### config.mk
export PLATFORM = sky130hd
export DESIGN_NAME = adder_nbit_serial_display
export DESIGN_NICKNAME = d
export VERILOG_FILES = /design/src/rtl/adder_nbit_serial_display.sv
export SDC_FILE = /design/constraint.sdc
export NUM_CORES = 1
export LEC_CHECK = 0
export CORE_ASPECT_RATIO = 2
export CORE_MARGIN = 1.5
export CORE_UTILIZATION = 49
export DETAILED_ROUTE_END_ITERATION = 6
export PLACE_DENSITY = 0.83
export REMOVE_ABC_BUFFERS = 1
export SLEW_MARGIN = 10
export SYNTH_ARGS = -nofsm -noshare
export SYNTH_HDL_FRONTEND = slang
export SYNTH_SLANG_ARGS = --single-unit
### constraint.sdc
create_clock -name clk -period 4.15 [get_ports clk]
set_clock_uncertainty 0.05 [all_clocks]
set_input_delay 0.6225 -clock clk [delete_from_list [all_inputs] [get_ports clk]]
set_output_delay 0.6225 -clock clk [all_outputs]
set_load 0.01 [all_outputs]
### src/rtl/adder_nbit_serial_display.sv
// Nibble-serial WIDTH-bit adder with registered sum and per-nibble 7-segment digits.
// Optional ADDER_NBIT_ACCUM_EN adds an acc input: operand A becomes the current sum.
module adder_nbit_serial_display #(
  parameter int WIDTH          = 16,
  parameter bit SEG_ACTIVE_LOW = 1'b1
) (
  input  logic                       clk,
  input  logic                       rst,
  input  logic                       start,
  input  logic [WIDTH-1:0]           a,
  input  logic [WIDTH-1:0]           b,
  input  logic                       cin,
`ifdef ADDER_NBIT_ACCUM_EN
  input  logic                       acc,
`endif
  output logic                       busy,
  output logic                       done,
  output logic [WIDTH-1:0]           sum,
  output logic                       cout,
  output logic [7*(WIDTH/4)-1:0]     hex
);

  localparam int NDIG = WIDTH / 4;
  localparam int IW   = $clog2(NDIG);

  typedef enum logic {IDLE, ADD} state_t;

  state_t           state;
  logic [WIDTH-1:0] opa;
  logic [WIDTH-1:0] opb;
  logic [WIDTH-1:0] res;
  logic [WIDTH-1:0] res_n;
  logic [WIDTH-1:0] opa_src;
  logic [IW-1:0]    idx;
  logic             carry;
  logic [4:0]       nib;
  logic             last;

  function automatic logic [6:0] seg7(input logic [3:0] v);
    logic [6:0] s;
    case (v)
      4'h0: s = 7'h3F;
      4'h1: s = 7'h06;
      4'h2: s = 7'h5B;
      4'h3: s = 7'h4F;
      4'h4: s = 7'h66;
      4'h5: s = 7'h6D;
      4'h6: s = 7'h7D;
      4'h7: s = 7'h07;
      4'h8: s = 7'h7F;
      4'h9: s = 7'h6F;
      4'hA: s = 7'h77;
      4'hB: s = 7'h7C;
      4'hC: s = 7'h39;
      4'hD: s = 7'h5E;
      4'hE: s = 7'h79;
      default: s = 7'h71;
    endcase
    return SEG_ACTIVE_LOW ? ~s : s;
  endfunction

`ifdef ADDER_NBIT_ACCUM_EN
  assign opa_src = acc ? sum : a;
`else
  assign opa_src = a;
`endif

  // One nibble per cycle; res_n is the result with the current nibble merged in
  always_comb begin
    nib   = {1'b0, opa[{idx, 2'b00} +: 4]}
          + {1'b0, opb[{idx, 2'b00} +: 4]}
          + {4'b0, carry};
    res_n = res;
    res_n[{idx, 2'b00} +: 4] = nib[3:0];
    last  = (idx == IW'(NDIG - 1));
  end

  always_ff @(posedge clk) begin
    if (rst) begin
      state <= IDLE;
      busy  <= 1'b0;
      done  <= 1'b0;
      sum   <= '0;
      cout  <= 1'b0;
      hex   <= {NDIG{seg7(4'h0)}};
      opa   <= '0;
      opb   <= '0;
      res   <= '0;
      carry <= 1'b0;
      idx   <= '0;
    end else begin
      done <= 1'b0;
      case (state)
        IDLE: begin
          if (start) begin
            opa   <= opa_src;
            opb   <= b;
            carry <= cin;
            res   <= '0;
            idx   <= '0;
            busy  <= 1'b1;
            state <= ADD;
          end
        end
        ADD: begin
          carry <= nib[4];
          res   <= res_n;
          idx   <= idx + IW'(1);
          if (last) begin
            sum   <= res_n;
            cout  <= nib[4];
            for (int i = 0; i < NDIG; i++)
              hex[7*i +: 7] <= seg7(res_n[4*i +: 4]);
            done  <= 1'b1;
            busy  <= 1'b0;
            state <= IDLE;
          end
        end
        default: state <= IDLE;
      endcase
    end
  end

endmodule
# --- After elaboration in Yosys (flattened, before gate mapping) ---
# Memory sizes are Yosys's and may differ from the RTL's.
# Cells that the tools add are included.
op_classes:
  addsub: 4
  eq_ne: 3
  shift: 4
  mux: 26
  bitwise_logic: 5
  n_reduce_logical: 4
op_table:
  columns: ["operator", "n"]
  rows:
  - ["$mux 7", 12]
  - ["$pmux 16 s2", 1]
  - ["$shiftx 16x5->4", 2]
  - ["$not 7->7", 4]
  - ["$bwmux 16", 1]
  - ["$mux 16", 1]
  - ["$shift 4x6->16 const A", 1]
  - ["$shiftx 4x6->16", 1]
  - ["$mux 1", 6]
  - ["$neg 4->6", 1]
  - ["$pmux 1 s2", 3]
  - ["$reduce_and 2->1", 3]
  - ["$add 4x4->5", 1]
  - ["$add 5x1->5", 1]
  - ["$pmux 2 s2", 1]
  - ["$add 2x1->2 const B", 1]
  - ["$eq 2x2->1 const B", 1]
  - ["$mux 2", 1]
  - ["$ne 2x1->1 const B", 1]
  - ["$ne 2x2->1 const B", 1]
  - ["$reduce_or 2->1", 1]
  - ["$not 1->1", 1]
word_totals:
  ff_bits: 99
  rom_bits: 448
  in_bits: 36
  wordCells: 61
  mem_count: 4
mem_list:
  columns: ["name", "words", "word_bits", "read_ports", "rd_ports_with_merged_regs", "wr", "line_no", "source"]
  rows:
  - ["(name not given)", 16, 7, 1, 0, 0, "41", "case (v)"]
  - ["(name not given)", 16, 7, 1, 0, 0, "41", null]
  - ["(name not given)", 16, 7, 1, 0, 0, "41", null]
  - ["(name not given)", 16, 7, 1, 0, 0, "41", null]

# --- Depth between registers and ports, before layout ---
# An unclocked memory read counts as a cell.
depth:
  word_depth: 10
  mapped_depth: 15
  mapped_depth_nobuf: 13

# --- Worst setup path after synthesis ---
# Ideal clock, no wire load.
synth_timing:
  path_kind: "register to register"
  start: "reg idx[0]"
  end: "reg hex[7]"
  setup_ps: 76
  arrival_ps: 3837
  required_ps: 4024
  slack_ps: 187
  path_stages_with_launch: 16
  n_path_buf: 2
  period_less_slack_ps: 3963
  path_cell_list: "dfxtp_1 -> buf_4 -> clkbuf_1 -> mux4_2 -> fa_1 -> inv_1 -> fa_1 -> nor4bb_1 -> mux2i_1 -> inv_1 -> ha_1 -> inv_1 -> a211o_1 -> o31ai_1 -> a31oi_1 -> o22ai_1"
synth_via:
  elab_chain_len: 10
synth_lines:
  columns: ["element", "line_no", "source"]
  rows:
  - ["start, declared", "34", "logic [IW-1:0] idx;"]
  - ["start signal, assigned", "108", "idx <= idx + IW'(1);"]
  - ["$shiftx 16x5->4 (on tied branches)", "70, 71", null]
  - ["$add 4x4->5", "71", "+ {1'b0, opb[{idx, 2'b00} +: 4]}"]
  - ["$add 5x1->5", "72", "+ {4'b0, carry};"]
  - ["$shiftx 4x6->16", "74", "res_n[{idx, 2'b00} +: 4] = nib[3:0];"]
  - ["$bwmux 16 *", "74", null]
  - ["net res_n[5]", "32", "logic [WIDTH-1:0] res_n;"]
  - ["$mem_v2 16x7 *", null, null]
  - ["$mux 7 *", "109", "if (last) begin"]
  - ["$mux 7 *", "93", "case (state)"]
  - ["$mux 7 *", "79", "if (rst) begin"]
  - ["$not 7->7 *", "59", "return SEG_ACTIVE_LOW ? ~s : s;"]
  - ["end signal, assigned", "85", "hex <= {NDIG{seg7(4'h0)}};"]
  - ["end signal, assigned by index", "113", "hex[7*i +: 7] <= seg7(res_n[4*i +: 4]);"]
  - ["end, declared", "20", "output logic [7*(WIDTH/4)-1:0] hex"]
# Mark *: on every way through the listed nets, which the timed path passes. The rest lies on a longest branch. The select of a mux whose other input is x is not followed.
# A chain may end at the register's enable or synchronous reset.

# --- Final worst setup path ---
# Ends and elaborated chain as after synthesis.

==> flow_summary_export.csv <==
group,metric,value,unit
synth,synth-seq-area-share,38.4,%
global_routing,grt_pass1_vias,4512,
sta,tns,0,ns
synth,ys_seq_elements,99,
final_layout,layout_common_cells,"dfxtp_1 (99), nand2_1 (81), clkdlybuf4s50_1 (81)",
min_path,min-delay-start,"opa[9]",
pwr,seqPwrFrac,47.4,%
synth,yosys.area_share.simple,21.9,%
flow_run,cap_violations,0,
detailed_routing,antenna_left,0,
sta,timing.final.ws_setup,0.315,ns
pwr,pwr-share-comb,12.1,%
clock_network,cts_setup_buffers,0,
detailed_routing,wl_per_cell,14.7,µm
detailed_routing,wl_met1,4410,µm
synth,synth_xor_area_share,0.339,%
clock_network,cts_buffer_depth,2,
floorplan,io_pins,83,
setup_path,critPathLaunchType,"register",
global_routing,grt_use_total,23.1,%
synth,yosysUniqueCellTypes,61,
clock_network,insertion_delay,0.35,ns
clock_network,cts_hold_buf,0,
placement,dp_hpwl,8780,µm
placement,port_buffers,82,
placement,gp_congestion,0.890,
setup_path,required,4.36,ns
pwr,swShare,25.1,%
detailed_routing,viasPerCell,5.65,
final_layout,diodes,0,
final_layout,area_growth,24.0,%
global_routing,grt_remaining_overflow,0,
clock_network,cts_tree,"yes",
floorplan,fp.dieH,148,µm
sta,fmax,0.261,GHz
detailed_routing,drc,0,
synth,synthesis.area,5160,µm²
sta,setup-violations-final,0,
clock_network,cts_max_level,3,
min_path,hp-class,"register to register",
synth,synth_edf_count,0,
synth,synth.avg_cell_area,8.45,µm²
floorplan,dieArea,11200,µm²
detailed_routing,num_vias,4612,
clock_network,cts.sinks,99,
floorplan,rows,52,
synth,synthFlopType,"dfxtp_1",
final_layout,nNetsFinal,746,
setup_path,criticalPathCategory,"register to register",
pwr,p_int,1.56,mW
detailed_routing,drt-total-wl,12000,µm
setup_path,worstPathArrival,4.05,ns
final_layout,fill_cells,883,
pwr,p_total,2.08,mW
setup_path,crit-reg2reg-launch,"idx[0]",
pwr,p_leak,2.35,nW
detailed_routing,dr.pass1.iters,4,
global_routing,antenna_found_initial,0,
sta,hold_viol,0,
synth,synth_compound_area_share,18.9,%
synth,synth_mux_area_share,6.45,%
synth,synthAdderAreaFrac,8.54,%
status,status,"finished clean",
clock_network,cts_inserted_buffers,9,
final_layout,drive_gt1_share,8.08,%
pwr,clock_power_share,40.5,%
pwr,power_density,326,nW/µm²
setup_path,critPathMaxFanout,8,
sta,maxSlewViolCount,0,
detailed_routing,met3_length,398,µm
clock_network,postCtsResizedCells,0,
sta,fin_crit,3.84,ns
sta,period_share,92.4,%
placement,dp_slack,0.295,ns
clock_network,cts-root-buf,"clkbuf_16",
pwr,ir_drop,0.000230,V
detailed_routing,drt_iter0_drc,266,
floorplan,start_util,50.5,%
clock_network,clk_pin_slew,0.07,ns
global_routing,grt_start_max_net_pins,68,
synth,yosysWarnings,0,
floorplan,die_w,75.6,µm
sta,rsz0062_at_grt,"false",
detailed_routing,dr_wl_met2,6850,µm
synth,async_reset_ff_share,0,%
pwr,p_sw,0.523,mW
sta,worst_slew_pin_slew,1.11,ns
sta,slew_headroom,25.5,%
synth,synth_top_family_by_area,"simple AND/OR/NAND/NOR gates",
synth,synthCells,611,
global_routing,grt_pass1_wl,20300,µm
setup_path,startpoint,"idx[0]",
floorplan,core,10200,µm²
detailed_routing,top_layer,"met4",
final_layout,layout_commonest_cell,"dfxtp_1",
setup_path,crit_path_end_kind,"register",
-- state kept, by name (all words and copies together) (netlist names), 2 cells and up --
signal	cells
hex	28
idx	2
opa	16
opb	16
res	16
sum	16
-- power groups by stage --
stage / registers, mW / clock network (mW) / logic (mW)
finish: 0.987 / 0.844 / 0.253
global route: 0.989 / 0.886 / 0.281
CTS: 0.987 / 0.862 / 0.253
detailed placement: 1.01 / 0 / 0.251
global placement: 1.01 / 0 / 0.245
floorplan: 1.01 / 0 / 0.140
-- final timing paths --
check | end | slack (ns) | cells after the start
worst max-delay path | hex[7] | 0.31 | 13
worst min-delay path | opa[9] | 0.41 | 2
worst max register to register | hex[7] | 0.31 | 13
worst min register to register | opa[9] | 0.41 | 2
-- cell families after synthesis --
family,after synthesis
and+or+nand+nor,236
AOI/OAI and AO/OA,146
DFF,99
buffers and inverters,71
adders and majority gates,34
muxes,23
xor gates and xnor gates,2
-- metrics by stage --
stage	util, %	hold WS, ns	std cells	instance area [µm²]
2_1_floorplan	-	0.377	566	4980
3_3_place_gp	59.7	0.391	800	6090
3_5_place_dp	59.7	0.397	800	6090
4_1_cts	62.6	0.407	816	6400
5_1_grt	62.7	0.415	816	6400
6_report	62.7	0.407	816	6400
-- metal layers --
layer,vias to the layer above,GRT usage [%]
met4,0,11.7
met5,-,0
li1,2297,-
met2,115,42.6
met1,2168,23.8
met3,32,3.79
-- layout make-up --
type                            instances  area [µm²]  share of cell area [%]
Timing Repair Buffer                   99         943                    14.7
Sequential cell                        99        1980                    31.0
Multi-Input combinational cell        441        2910                    45.4
Clock buffer                           10         229                    3.58
Tap cell                              135         169                    2.64
Clock inverter                          6        72.6                    1.13
Inverter                               26        97.6                    1.52
-- synth_stat cells (all sizes together) (3+ instances only) --
| master | n | share of area [%] |
|---|---|---|
| a32oi | 3 | 0.51 |
| nor3 | 20 | 1.9 |
| mux2i | 13 | 2.5 |
| a31o | 3 | 0.51 |
| ha | 32 | 7.8 |
| nor2b | 13 | 1.6 |
| o21ai | 8 | 0.78 |
| nand2 | 81 | 5.9 |
| inv | 26 | 1.9 |
| o211ai | 4 | 0.58 |
| or3b | 3 | 0.51 |
| a311oi | 11 | 1.9 |
| and4b | 3 | 0.58 |
| and3 | 3 | 0.46 |
| nand2b | 6 | 0.73 |
| or3 | 5 | 0.61 |
| o31ai | 3 | 0.44 |
| a31oi | 8 | 0.97 |
| mux4 | 8 | 3.5 |
| clkbuf | 39 | 2.8 |
| o32ai | 3 | 0.51 |
| a211oi | 19 | 2.9 |
| nor2 | 67 | 4.9 |
| buf | 6 | 0.68 |
| a22oi | 4 | 0.58 |
| dfxtp | 99 | 38 |
| and2 | 5 | 0.61 |
| nor3b | 12 | 1.7 |
| a211o | 3 | 0.51 |
| nand3 | 9 | 0.87 |
| a21oi | 58 | 5.6 |
-- critical path, cell delays in order (launching register included) --
cell	delay, ns
dfxtp_1	0.39
mux4_2	0.54
fa_1	0.43
inv_1	0.09
fa_1	0.47
nor4bb_1	0.47
mux2i_2	0.23
inv_1	0.24
ha_1	0.19
inv_1	0.06
a211o_1	0.24
o31ai_1	0.09
a31oi_1	0.12
o22ai_1	0.16
(Power assumes the default switching activity.)
